`src/rtl/alu_divider.sv`:
```
// alu_divider: multi-cycle restoring divider for ALU DIV, one quotient bit per cycle with ALU-compatible flags
module alu_divider #(
  parameter int WIDTH = 32
) (
  input  logic             clk,
  input  logic             rst_n,
  input  logic             start,
  input  logic             isSigned,
  input  logic [WIDTH-1:0] firstOperand,
  input  logic [WIDTH-1:0] secondOperand,
  output logic             busy,
  output logic             done,
  output logic [WIDTH-1:0] result,
  output logic [WIDTH-1:0] remainder,
  output logic             divByZero,
  output logic             carry,
  output logic             overflow,
  output logic             zero,
  output logic             negative
);
  localparam int CW = $clog2(WIDTH);
  localparam logic [WIDTH-1:0] MIN = {1'b1, {(WIDTH-1){1'b0}}};
  typedef enum logic [2:0] {IDLE, PREP, ITER, FIX, DONE} state_t;
  state_t state;
  logic sgn, neg_q, neg_r;
  logic [WIDTH-1:0] dvd, dvs, rem, quo, q_fix, r_fix;
  logic [CW-1:0] cnt;
  logic [WIDTH:0] shifted, diff;
  always_comb begin
    shifted = {rem, quo[WIDTH-1]};
    diff = shifted - {1'b0, dvs};
    q_fix = neg_q ? -quo : quo;
    r_fix = neg_r ? -rem : rem;
  end
  assign carry = 1'b0;
  always_ff @(posedge clk or negedge rst_n) begin
    if (!rst_n) begin
      state <= IDLE;
      {sgn, neg_q, neg_r, dvd, dvs, rem, quo, cnt} <= '0;
      {busy, done, result, remainder, divByZero, overflow, zero, negative} <= '0;
    end else begin
      done <= 1'b0;
      case (state)
        IDLE: if (start) begin
          state <= PREP;
          busy <= 1'b1;
          sgn <= isSigned;
          dvd <= firstOperand;
          dvs <= secondOperand;
        end
        PREP: begin
          rem <= '0;
          cnt <= CW'(WIDTH - 1);
          quo <= (sgn && dvd[WIDTH-1]) ? -dvd : dvd;
          dvs <= (sgn && dvs[WIDTH-1]) ? -dvs : dvs;
          neg_q <= sgn && (dvd[WIDTH-1] ^ dvs[WIDTH-1]);
          neg_r <= sgn && dvd[WIDTH-1];
          state <= ITER;
          // Both special cases bypass the iteration and publish fixed results
          if (dvs == '0) begin
            state <= DONE;
            done <= 1'b1;
            result <= '1;
            remainder <= dvd;
            {divByZero, overflow, zero, negative} <= 4'b1001;
          end else if (sgn && dvd == MIN && dvs == '1) begin
            state <= DONE;
            done <= 1'b1;
            result <= MIN;
            remainder <= '0;
            {divByZero, overflow, zero, negative} <= 4'b0101;
          end
        end
        ITER: begin
          rem <= diff[WIDTH] ? shifted[WIDTH-1:0] : diff[WIDTH-1:0];
          quo <= {quo[WIDTH-2:0], ~diff[WIDTH]};
          cnt <= cnt - 1'b1;
          state <= cnt == '0 ? FIX : ITER;
        end
        FIX: begin
          state <= DONE;
          done <= 1'b1;
          result <= q_fix;
          remainder <= r_fix;
          {divByZero, overflow} <= 2'b00;
          zero <= ~|q_fix;
          negative <= q_fix[WIDTH-1];
        end
        default: begin
          state <= IDLE;
          busy <= 1'b0;
        end
      endcase
    end
  end
endmodule

```
`config.mk`:
```
export PLATFORM = sky130hd
export DESIGN_NAME = alu_divider
export DESIGN_NICKNAME = d
export VERILOG_FILES = /design/src/rtl/alu_divider.sv
export SDC_FILE = /design/constraint.sdc
export NUM_CORES = 1
export LEC_CHECK = 0
export ABC_AREA = 1
export ABC_CLOCK_PERIOD_IN_PS = 4700
export BUFFER_PORTS_ARGS = -buffer_cell sky130_fd_sc_hd__buf_2
export CAP_MARGIN = 20
export CELL_PAD_IN_SITES_DETAIL_PLACEMENT = 0
export CELL_PAD_IN_SITES_GLOBAL_PLACEMENT = 1
export CORE_ASPECT_RATIO = 0.6
export CORE_MARGIN = 2
export CORE_UTILIZATION = 47
export DETAILED_ROUTE_END_ITERATION = 8
export HOLD_SLACK_MARGIN = 0.1
export PLACE_DENSITY = 0.86
export SYNTH_ARGS = -nofsm -noshare
export SYNTH_HDL_FRONTEND = slang
export SYNTH_SLANG_ARGS = --single-unit
```
`constraint.sdc`:
```
create_clock -name clk -period 4.7 [get_ports clk]
set_input_delay 0.94 -clock clk [delete_from_list [all_inputs] [get_ports clk]]
set_output_delay 0.94 -clock clk [all_outputs]
set_load 0.02 [all_outputs]
```
**After elaboration in Yosys (flattened, before gate mapping)**

Cells that the tools add are included.

- Equal/unequal tests: 8
- Multiplexer cells: 36
- Add/sub/neg operators: 6
- Reduce and logical (&&, ||, !) cells: 18
- Bitwise operators: 3

Operators with widths:

| kind | number |
|---|---|
| $mux 32 | 10 |
| $pmux 32 s2 | 5 |
| $neg 32->32 | 4 |
| $eq 32x32->1 const B | 2 |
| $sub 33x32->33 | 1 |
| $logic_not 32->1 | 1 |
| $reduce_or 32->1 | 1 |
| $pmux 1 s2 | 6 |
| $pmux 3 s4 | 1 |
| $mux 1 | 10 |
| $pmux 5 s2 | 1 |
| $mux 3 | 3 |
| $eq 3x2->1 const B | 2 |
| $reduce_and 2->1 | 3 |
| $reduce_bool 2->1 | 3 |
| $logic_and 1x1->1 | 5 |
| $logic_not 5->1 | 1 |
| $sub 5x1->5 const B | 1 |
| $ne 2x2->1 const B | 2 |
| $eq 3x1->1 const B | 1 |
| $logic_not 3->1 | 1 |
| $ne 3x3->1 const B | 1 |
| $reduce_and 3->1 | 1 |
| $reduce_or 3->1 | 1 |
| 3 further kinds | 4 |

- Output and inout port bits: 71
- Input bits: 68
- Bits in registers: 209
- Word-level logic and storage cells: 88

**Depth between registers and ports, before layout**

Gate-level depths: netlist of run 1.

- Depth after elaboration: 6
- Depth in mapped cells: 17
- Depth with buffers taken out: 16

**Least setup slack after synthesis of run 1**

Ideal clock, no wire load.

- Kind: reg2reg
- Start: register dvs[0]
- End: register rem[10]
- Setup slack: 2415 ps
- Cell stages (with the launch flop): 17
- Buffers on the path: 1
- Setup time: 118 ps
- Data arrival time: 2167 ps
- Period minus slack after synthesis: 2285 ps
- Required time: 4582 ps
- Path through: dfrtp_1 -> ha_1 -> fa_1 -> nand3b_1 -> nand2_1 -> nand2_1 -> nand3_2 -> nand2_1 -> nand2_1 -> nand2_2 -> nand2_1 -> nand2_1 -> nand2_2 -> buf_2 -> nand2_1 -> nand3_1 -> nand2_1

- Word-level cells in the longest chain between the ends: 3

RTL lines:

| what | RTL line | RTL |
|---|---|---|
| from (decl) | 26 | `logic [WIDTH-1:0] dvd, dvs, rem, quo, q_fix, r_fix;` |
| from (signal assigned) | 49 | `dvs <= secondOperand;` |
| from (signal assigned) | 55 | `dvs <= (sgn && dvs[WIDTH-1]) ? -dvs : dvs;` |
| $sub 33x32->33 | 31 | `diff = shifted - {1'b0, dvs};` |
| $mux 32 | 75 | `rem <= diff[WIDTH] ? shifted[WIDTH-1:0] : diff[WIDTH-1:0];` |
| $pmux 32 s2 | 43 | `case (state)` |
| to (signal assigned) | 75 |  |
| to (decl) | 26 |  |

Every way passes these cells.
A chain may end at the register's enable or synchronous reset.

**Worst setup path in the final report of run 1**

- Start: register dvd[0]
- End: register remainder[25]

- Word-level cells in the longest chain between the ends: 5

RTL lines:

| what | RTL line | RTL |
|---|---|---|
| from (decl) | 26 |  |
| from (signal assigned) | 48 | `dvd <= firstOperand;` |
| $eq 32x32->1 | 66 | `end else if (sgn && dvd == MIN && dvs == '1) begin` |
| $logic_and 1x1->1 (2 in a row) | 66 |  |
| $ne 3x3->1 (no source line) | - |  |
| $reduce_and 2->1 (no source line) | - |  |
| to (signal assigned) | 64 | `remainder <= dvd;` |
| to (signal assigned) | 84 | `remainder <= r_fix;` |
| to (decl) | 14 | `output logic [WIDTH-1:0] remainder,` |

Every way passes these cells.

==> flow_summary.toml, run 1 <==
[die]
num_rows = 50
die_h_microns = 142
die-area_sq_mm = 0.0333
ios = 139
start_util_pct = 47.8
die_w_microns = 234
core_sq_mm = 0.0312

[cts]
cts.sinks = 208
clock_latency_ns = 0.53
hold_buffers = 0
htreeDepth = 1
cts_resized = 0
cts_buffers = 22
cts-root-buf = "clkbuf_16"
clock_path_buffers = 3
path_clk_slew_ns = 0.07
cts_setup_buffers = 0
cts_tree = "built"

[critical_path]
crit_slowest_cell = "nand2_2"
crit_chain = "inv_1, ha_1, nand3_1, nor2_1, nand4_1, nor3_1, nand2_1, nand2_1, nand2_2, buf_4, nand2_2, nand2_1, nand2_1"
worst-path-max-fanout = 68
critPathMaxStageDelay_ns = 0.70
required_ns = 5.17
reg2reg_slack_ns = 1.27
critPathCaptureType = "register"
r2r-start = "dvd[0]"
crit_type = "register to register"
cp.arrival_ns = 3.89
regToRegEndpoint = "remainder[25]"
reg2reg_depth = 13
cp_common_cell = "nand2_1"
cp-start-kind = "register"

[placed_design]
postPlaceCellArea_sq_mm = 0.0159
placed_cells = 2759
place_ws_ns = 1.31
io_buffers = 137
gp_congestion = 1.02
hpwl_microns = 43400

[route]
drc = 0
via_per_inst = 5.70
wl_per_cell_microns = 19.9
num_vias = 16000
drtIter0Drc = 2197
wirelength_microns = 55900
drtAntennaViolNets = 0
drtPass1Iterations = 5

[sta]
fmax_mhz = 292
setup-violations-final = 0
hold_viol_final = 0
rsz0062_at_grt = "false"
slew_headroom_pct = 28.5
period_share_pct = 72.9
drv_slew = 0
worst_slack_ns = 1.27
fin_worst_skew_ns = 0.0113
min_period_ns = 3.43
setup-tns-final_ns = 0
worst-slew-pin-transition_ns = 1.06

[grt]
use_met3_pct = 11.8
grt_max_degree = 123
grt-ovfl-total = 0
met1_usage_pct = 55.2
grt_pass1_vias = 14200
antenna_found_initial = 6
track_usage_pct = 33.5
grt_first_pass_wirelength_microns = 84900
use_met2_pct = 40.6
grt.busiest_layer = "met1"

[synthesis]
synth_seq_cells = 208
synth_cells = 2278
synth_cell_type_count = 48
syn_area_per_cell_sq_um = 6.55
netlist_area_sq_mm = 0.0149
ys_seq_area_share_pct = 34.9
syn-num-nets = 2385
yosys_warnings = 0

[finish]
fillCellCount = 3242
drive_gt1_share_pct = 10.4
design_area_sq_mm = 0.0167
post-route-util_pct = 53.5
fin_nets = 2475
final_cell_count_no_fill = 2802
area_growth_syn_to_layout_pct = 11.8
mostFrequentLayoutCell = "nand2_1"
layout_common_cells = "nand2_1, nand3_1, inv_1"

[power]
powerDensity_mw_per_mm2 = 760
p_leak_uw = 0.00877
vdd_drop_max_v = 0.000288

[status]
outcome = "finished clean"

[run]
maxCapViolations = 0

[min_path]
holdCritPathClass = "primary input to asynchronous set/reset pin"
[worst max path at each step]
stage            start             to  slack [ns]  cells past startpoint
2_1_floorplan   dvs[0]        rem[10]        2.42                     16
3_5_place_dp   dvs[31]         dvs[4]        1.31                      8
6_report        dvd[0]  remainder[25]        1.27                     13
4_1_cts        dvs[31]        dvs[17]        1.25                      7
3_3_place_gp   dvs[31]        dvs[17]        1.19                      7
5_1_grt         dvd[0]  remainder[30]        1.05                     13
[per-stage QoR]
step | hold WS [ns] | power, uW
finish | 0.447 | 12700
global route | 0.527 | 13700
CTS | 0.502 | 12400
global placement | 0.482 | 10400
detailed placement | 0.488 | 10400
floorplan | 0.465 | 8210
[worst max-delay path, delay by kind of cell (launching register included)]
kind	cells	cell delay, ns
and+or+nand+nor	10	2.25
buffers and inverters	2	0.48
DFF	1	0.40
adders and majority gates	1	0.21
[cells in the mapped netlist (all sizes together)]
cell	number	area (sq um)
buf	45	260
clkinv	2	7.51
nor3	36	205
or2	3	18.8
clkbuf	43	161
o21bai	10	75.1
nand4	29	196
o21ai	148	752
o22ai	33	206
a31oi	7	43.8
inv	247	927
dfrtp	208	5200
o41ai	1	8.76
nand3	292	1470
nand2	734	2780
a21oi	72	360
xor2	26	228
ha	38	475
a21o	1	7.51
o221ai	21	184
nand3b	10	75.1
nor4	7	43.8
o31ai	1	7.51
a21boi	3	22.5
nor2	225	906
fa	1	20.0
a31o	2	17.5
a22oi	2	15.0
xnor2	16	140
conb	1	3.75
o32ai	2	17.5
o21a	1	7.51
and3	1	6.26
o211ai	10	75.1
[state kept, by name, summed over array words and instances (netlist names), 3 cells and up]
name / count
dvs: 32
dvd: 32
quo: 32
rem: 32
result: 32
cnt: 5
state: 3
remainder: 32
[layer usage]
metal	up-vias	wire, microns
li1	7642	-
met1	7452	27600
met2	808	20000
met3	52	7380
met4	6	824
met5	-	41
[kinds of logic (layout without fill, tap and decap cells)]
| group | count (synthesis) | in the layout | share of synthesized area [%] |
|---|---|---|---|
| buf+inv | 337 | 443 | 9.08 |
| flops | 208 | 208 | 34.9 |
| other cells | 1 | 3 | 0.0251 |
| compound gates | 314 | 314 | 12.1 |
| xor+xnor | 42 | 42 | 2.46 |
| fa+ha+maj | 39 | 39 | 3.32 |
| simple gates | 1337 | 1337 | 38.2 |
[where the power goes]
part	total (uW)	leakage (uW)	internal [uW]	switching, uW
sequential	3280	0.00267	2470	808
clock	1960	0.000396	1160	801
combinational	7440	0.00570	2180	5260
total	12700	0.00877	5820	6870
[layout make-up]
| cell class | instances | area [sq um] | area share, % |
|---|---|---|---|
| diodes | 2 | 5.00 | 0.0300 |
| clock buffers | 27 | 621 | 3.72 |
| clock inverters | 13 | 174 | 1.04 |
| inverters | 249 | 935 | 5.60 |
| multi-input cells | 1733 | 8390 | 50.3 |
| flip-flops and latches | 208 | 5200 | 31.2 |
| well taps | 416 | 520 | 3.12 |
| repair buffers | 154 | 843 | 5.05 |
Power figures use the tool's default switching activity.
==> run 2, diff against run 1 <==
==> config.mk (replaced) <==
export PLATFORM = sky130hd
export DESIGN_NAME = alu_divider
export DESIGN_NICKNAME = d
export VERILOG_FILES = /design/src/rtl/alu_divider.sv
export SDC_FILE = /design/constraint.sdc
export NUM_CORES = 1
export LEC_CHECK = 0
export ABC_AREA = 0
export ABC_CLOCK_PERIOD_IN_PS = 3300
export BUFFER_PORTS_ARGS = -buffer_cell sky130_fd_sc_hd__buf_2
export CAP_MARGIN = 20
export CELL_PAD_IN_SITES_DETAIL_PLACEMENT = 0
export CELL_PAD_IN_SITES_GLOBAL_PLACEMENT = 1
export CORE_ASPECT_RATIO = 0.6
export CORE_MARGIN = 2
export CORE_UTILIZATION = 45
export DETAILED_ROUTE_END_ITERATION = 8
export HOLD_SLACK_MARGIN = 0.1
export PLACE_DENSITY = 0.79
export SYNTH_ARGS = -nofsm -noshare
export SYNTH_HDL_FRONTEND = slang
export SYNTH_SLANG_ARGS = --single-unit
==> constraint.sdc (replaced) <==
create_clock -name clk -period 3.3 [get_ports clk]
set_input_delay 0.66 -clock clk [delete_from_list [all_inputs] [get_ports clk]]
set_output_delay 0.66 -clock clk [all_outputs]
set_load 0.02 [all_outputs]
==> run 2 against run 1 <==
Net effect:
- the run now ends with setup timing left
- non-clock buffer count grew 142
- fmax grew 1.6%
- design area fell by 1.8%
- clock power increased by 37%
- synthesized cell count decreased by 32%
- flip-flop and latch count is the same
- sequential power up 53%
- critical endpoint is now rem[19]
- largest cell class unchanged
==> flow_summary.toml, run 2 <==
[status]
outcome = "finished, violations left"
violations = "setup timing"

[route]
via_per_inst = 6.01
drtAntennaViolNets = 0
drc = 0
wirelength_microns = 45100
drtPass1Iterations = 5
drtIter0Drc = 1385
wl_per_cell_microns = 21.0
num_vias = 12900

[critical_path]
cp.arrival_ns = 3.77
reg2reg_depth = 15
reg2reg_slack_ns = -0.07
crit_buf_inv = 3
crit_slowest_cell = "dfrtp_1"
critPathMaxStageDelay_ns = 0.41
crit_type = "register to register"
r2r-start = "dvs[0]"
cp-start-kind = "register"
cp_common_cell = "buf_12"
crit_family = "compound AO/OA/AOI/OAI gates"
critPathCaptureType = "register"
regToRegEndpoint = "rem[19]"
crit_chain = "ha_4, fa_2, nand2b_4, a21oi_4, o21ai_2, o311a_4, a211oi_4, a41oi_4, o21ai_4, xor2_4, buf_6, buf_12, buf_12, mux2i_1, o21ai_1"
worst-path-max-fanout = 6
required_ns = 3.70

[sta]
worst-slew-pin-transition_ns = 0.914
drv_slew = 0
rsz0062_at_grt = "true"
min_period_ns = 3.37
fmax_mhz = 296
setup-violations-final = 11
worst_slack_ns = -0.0728
hold_viol_final = 0
period_share_pct = 102
fin_worst_skew_ns = 0.0111
slew_headroom_pct = 39.1

[synthesis]
yosys.area_share.simple_pct = 19.2
synth_seq_cells = 208
synth_edf_count = 0
synthArstFlopShare_pct = 100
yosys_most_used_dff = "dfrtp_1"
netlist_area_sq_mm = 0.0132
synth_top_family_by_area = "compound AO/OA/AOI/OAI gates"
yosys_warnings = 0
synth_top_area_share_pct = 39.5
synth_cells = 1539
yosysTopAreaCell = "dfrtp_1"
synthAdderAreaFrac_pct = 3.76
synth_cell_type_count = 81
synth_compound_area_share_pct = 23.0
synth_mux_area_share_pct = 1.75
yosysMostFrequentCell = "nand2_1"
synth-xor-area-share_pct = 8.00
syn_area_per_cell_sq_um = 8.55
syn-num-nets = 1646
synthTopCellsByCount = "nand2_1, dfrtp_1, o21ai_0, a21oi_1, nand3_1"
ys_seq_area_share_pct = 39.5
synth.area.top_cells = "dfrtp_1, nand2_1, xnor2_1"

[finish]
drive_gt1_share_pct = 22.4
fin_nets = 1865
diodes = 0
area_growth_syn_to_layout_pct = 24.5
final_cell_count_no_fill = 2149
mostFrequentLayoutCell = "nand2_1"
layout_common_cells = "nand2_1, dfrtp_1, buf_4"
design_area_sq_mm = 0.0164

[cts]
cts_tree = "built"
clock_path_buffers = 3
clock_latency_ns = 0.53
hold_buffers = 0
cts-root-buf = "clkbuf_16"
cts_buffers = 23
path_clk_slew_ns = 0.06
cts.sinks = 208
htreeDepth = 1

[die]
start_util_pct = 45.8
die_h_microns = 136
die_w_microns = 225
ios = 139
die-area_sq_mm = 0.0307
core_sq_mm = 0.0288
num_rows = 48

[power]
p_leak_uw = 0.00758
powerDensity_mw_per_mm2 = 1170
vdd_drop_max_v = 0.000486

[placed_design]
gp_congestion = 0.926
place_ws_ns = -0.291
postPlaceCellArea_sq_mm = 0.0150
io_buffers = 137
hpwl_microns = 33000
placed_cells = 2088

[grt]
grt_first_pass_wirelength_microns = 69000
track_usage_pct = 29.0
grt_max_degree = 75
antenna_found_initial = 0
grt_pass1_vias = 11800
grt-ovfl-total = 0

[run]
maxCapViolations = 0

[min_path]
holdCritPathClass = "primary input to asynchronous set/reset pin"
## run 2: cell count changes in the layout (fill, tap and decap cells not counted), moves of 24 or more
cell | before | now
o21ai_0 | 134 | 102
nand3_1 | 289 | 87
buf_4 | 16 | 137
a21oi_1 | 72 | 98
nand2_1 | 726 | 210
o21ai_1 | 11 | 35
nor2_1 | 211 | 63
xnor2_1 | 16 | 66
a22oi_1 | 2 | 45
a21o_1 | 1 | 39
inv_1 | 232 | 45
xor2_1 | 26 | 50
## run 2: what timing repair did
| item | in CTS | in global routing |
|---|---|---|
| gates cloned | 3 | 3 |
| pin swaps | 2 | 16 |
| buffers inserted | 13 | 3 |
| endpoints found under the setup margin | 88 | 104 |
| resized for setup | 24 | 61 |
## run 2: metal layers
layer  up-vias  wire (microns)  GRT usage (%)
li1       6000               -              -
met1      6323           22700           48.0
met2       547           17100           37.0
met3        42            4660           7.07
met4         0             591           4.60
met5         -               0              0
## run 2: through the flow
| step | utilization (%) | TNS [ns] | power [uW] | hold WS (ns) |
|---|---|---|---|---|
| after floorplan | - | 0 | 11600 | 0.364 |
| after global placement | 52.3 | -1.28 | 15100 | 0.456 |
| after detailed placement | 52.3 | -2.96 | 15300 | 0.460 |
| after CTS | 55.9 | -0.350 | 18700 | 0.111 |
| after global routing | 57.0 | -3.21 | 20400 | 0.135 |
| final | 57.0 | -0.348 | 19100 | 0.0838 |
## run 2: worst max-delay path by stage
stage,slack (ns),endpoint,start,depth (start not counted)
6_report,-0.07,rem[19],dvs[0],15
4_1_cts,-0.06,rem[1],dvs[0],15
5_1_grt,-0.19,rem[18],dvs[0],15
2_1_floorplan,0.01,rem[11],dvs[0],13
3_3_place_gp,-0.23,rem[29],dvs[6],14
3_5_place_dp,-0.29,rem[29],dvs[6],14
## run 2: cells by family after synthesis
family | count (synthesis)
DFF | 208
buffers and inverters | 149
xor gates and xnor gates | 118
muxes | 23
AOI/OAI and AO/OA | 472
and+or+nand+nor | 529
other | 1
adders and majority gates | 39
## run 2: report_power, final
group          total [uW]  internal, uW  switching (uW)
registers            5010          3680            1330
logic               11400          4910            6500
clock network        2690          1560            1140
total               19100         10200            8970
## run 2: cell type report
cell class | count | area, sq um
well taps | 375 | 469
inverters | 47 | 176
flip-flops and latches | 208 | 5200
clock inverters | 11 | 123
multi-input cells | 1182 | 7650
fillers | 2584 | 12400
repair buffers | 296 | 2110
clock buffers | 30 | 652
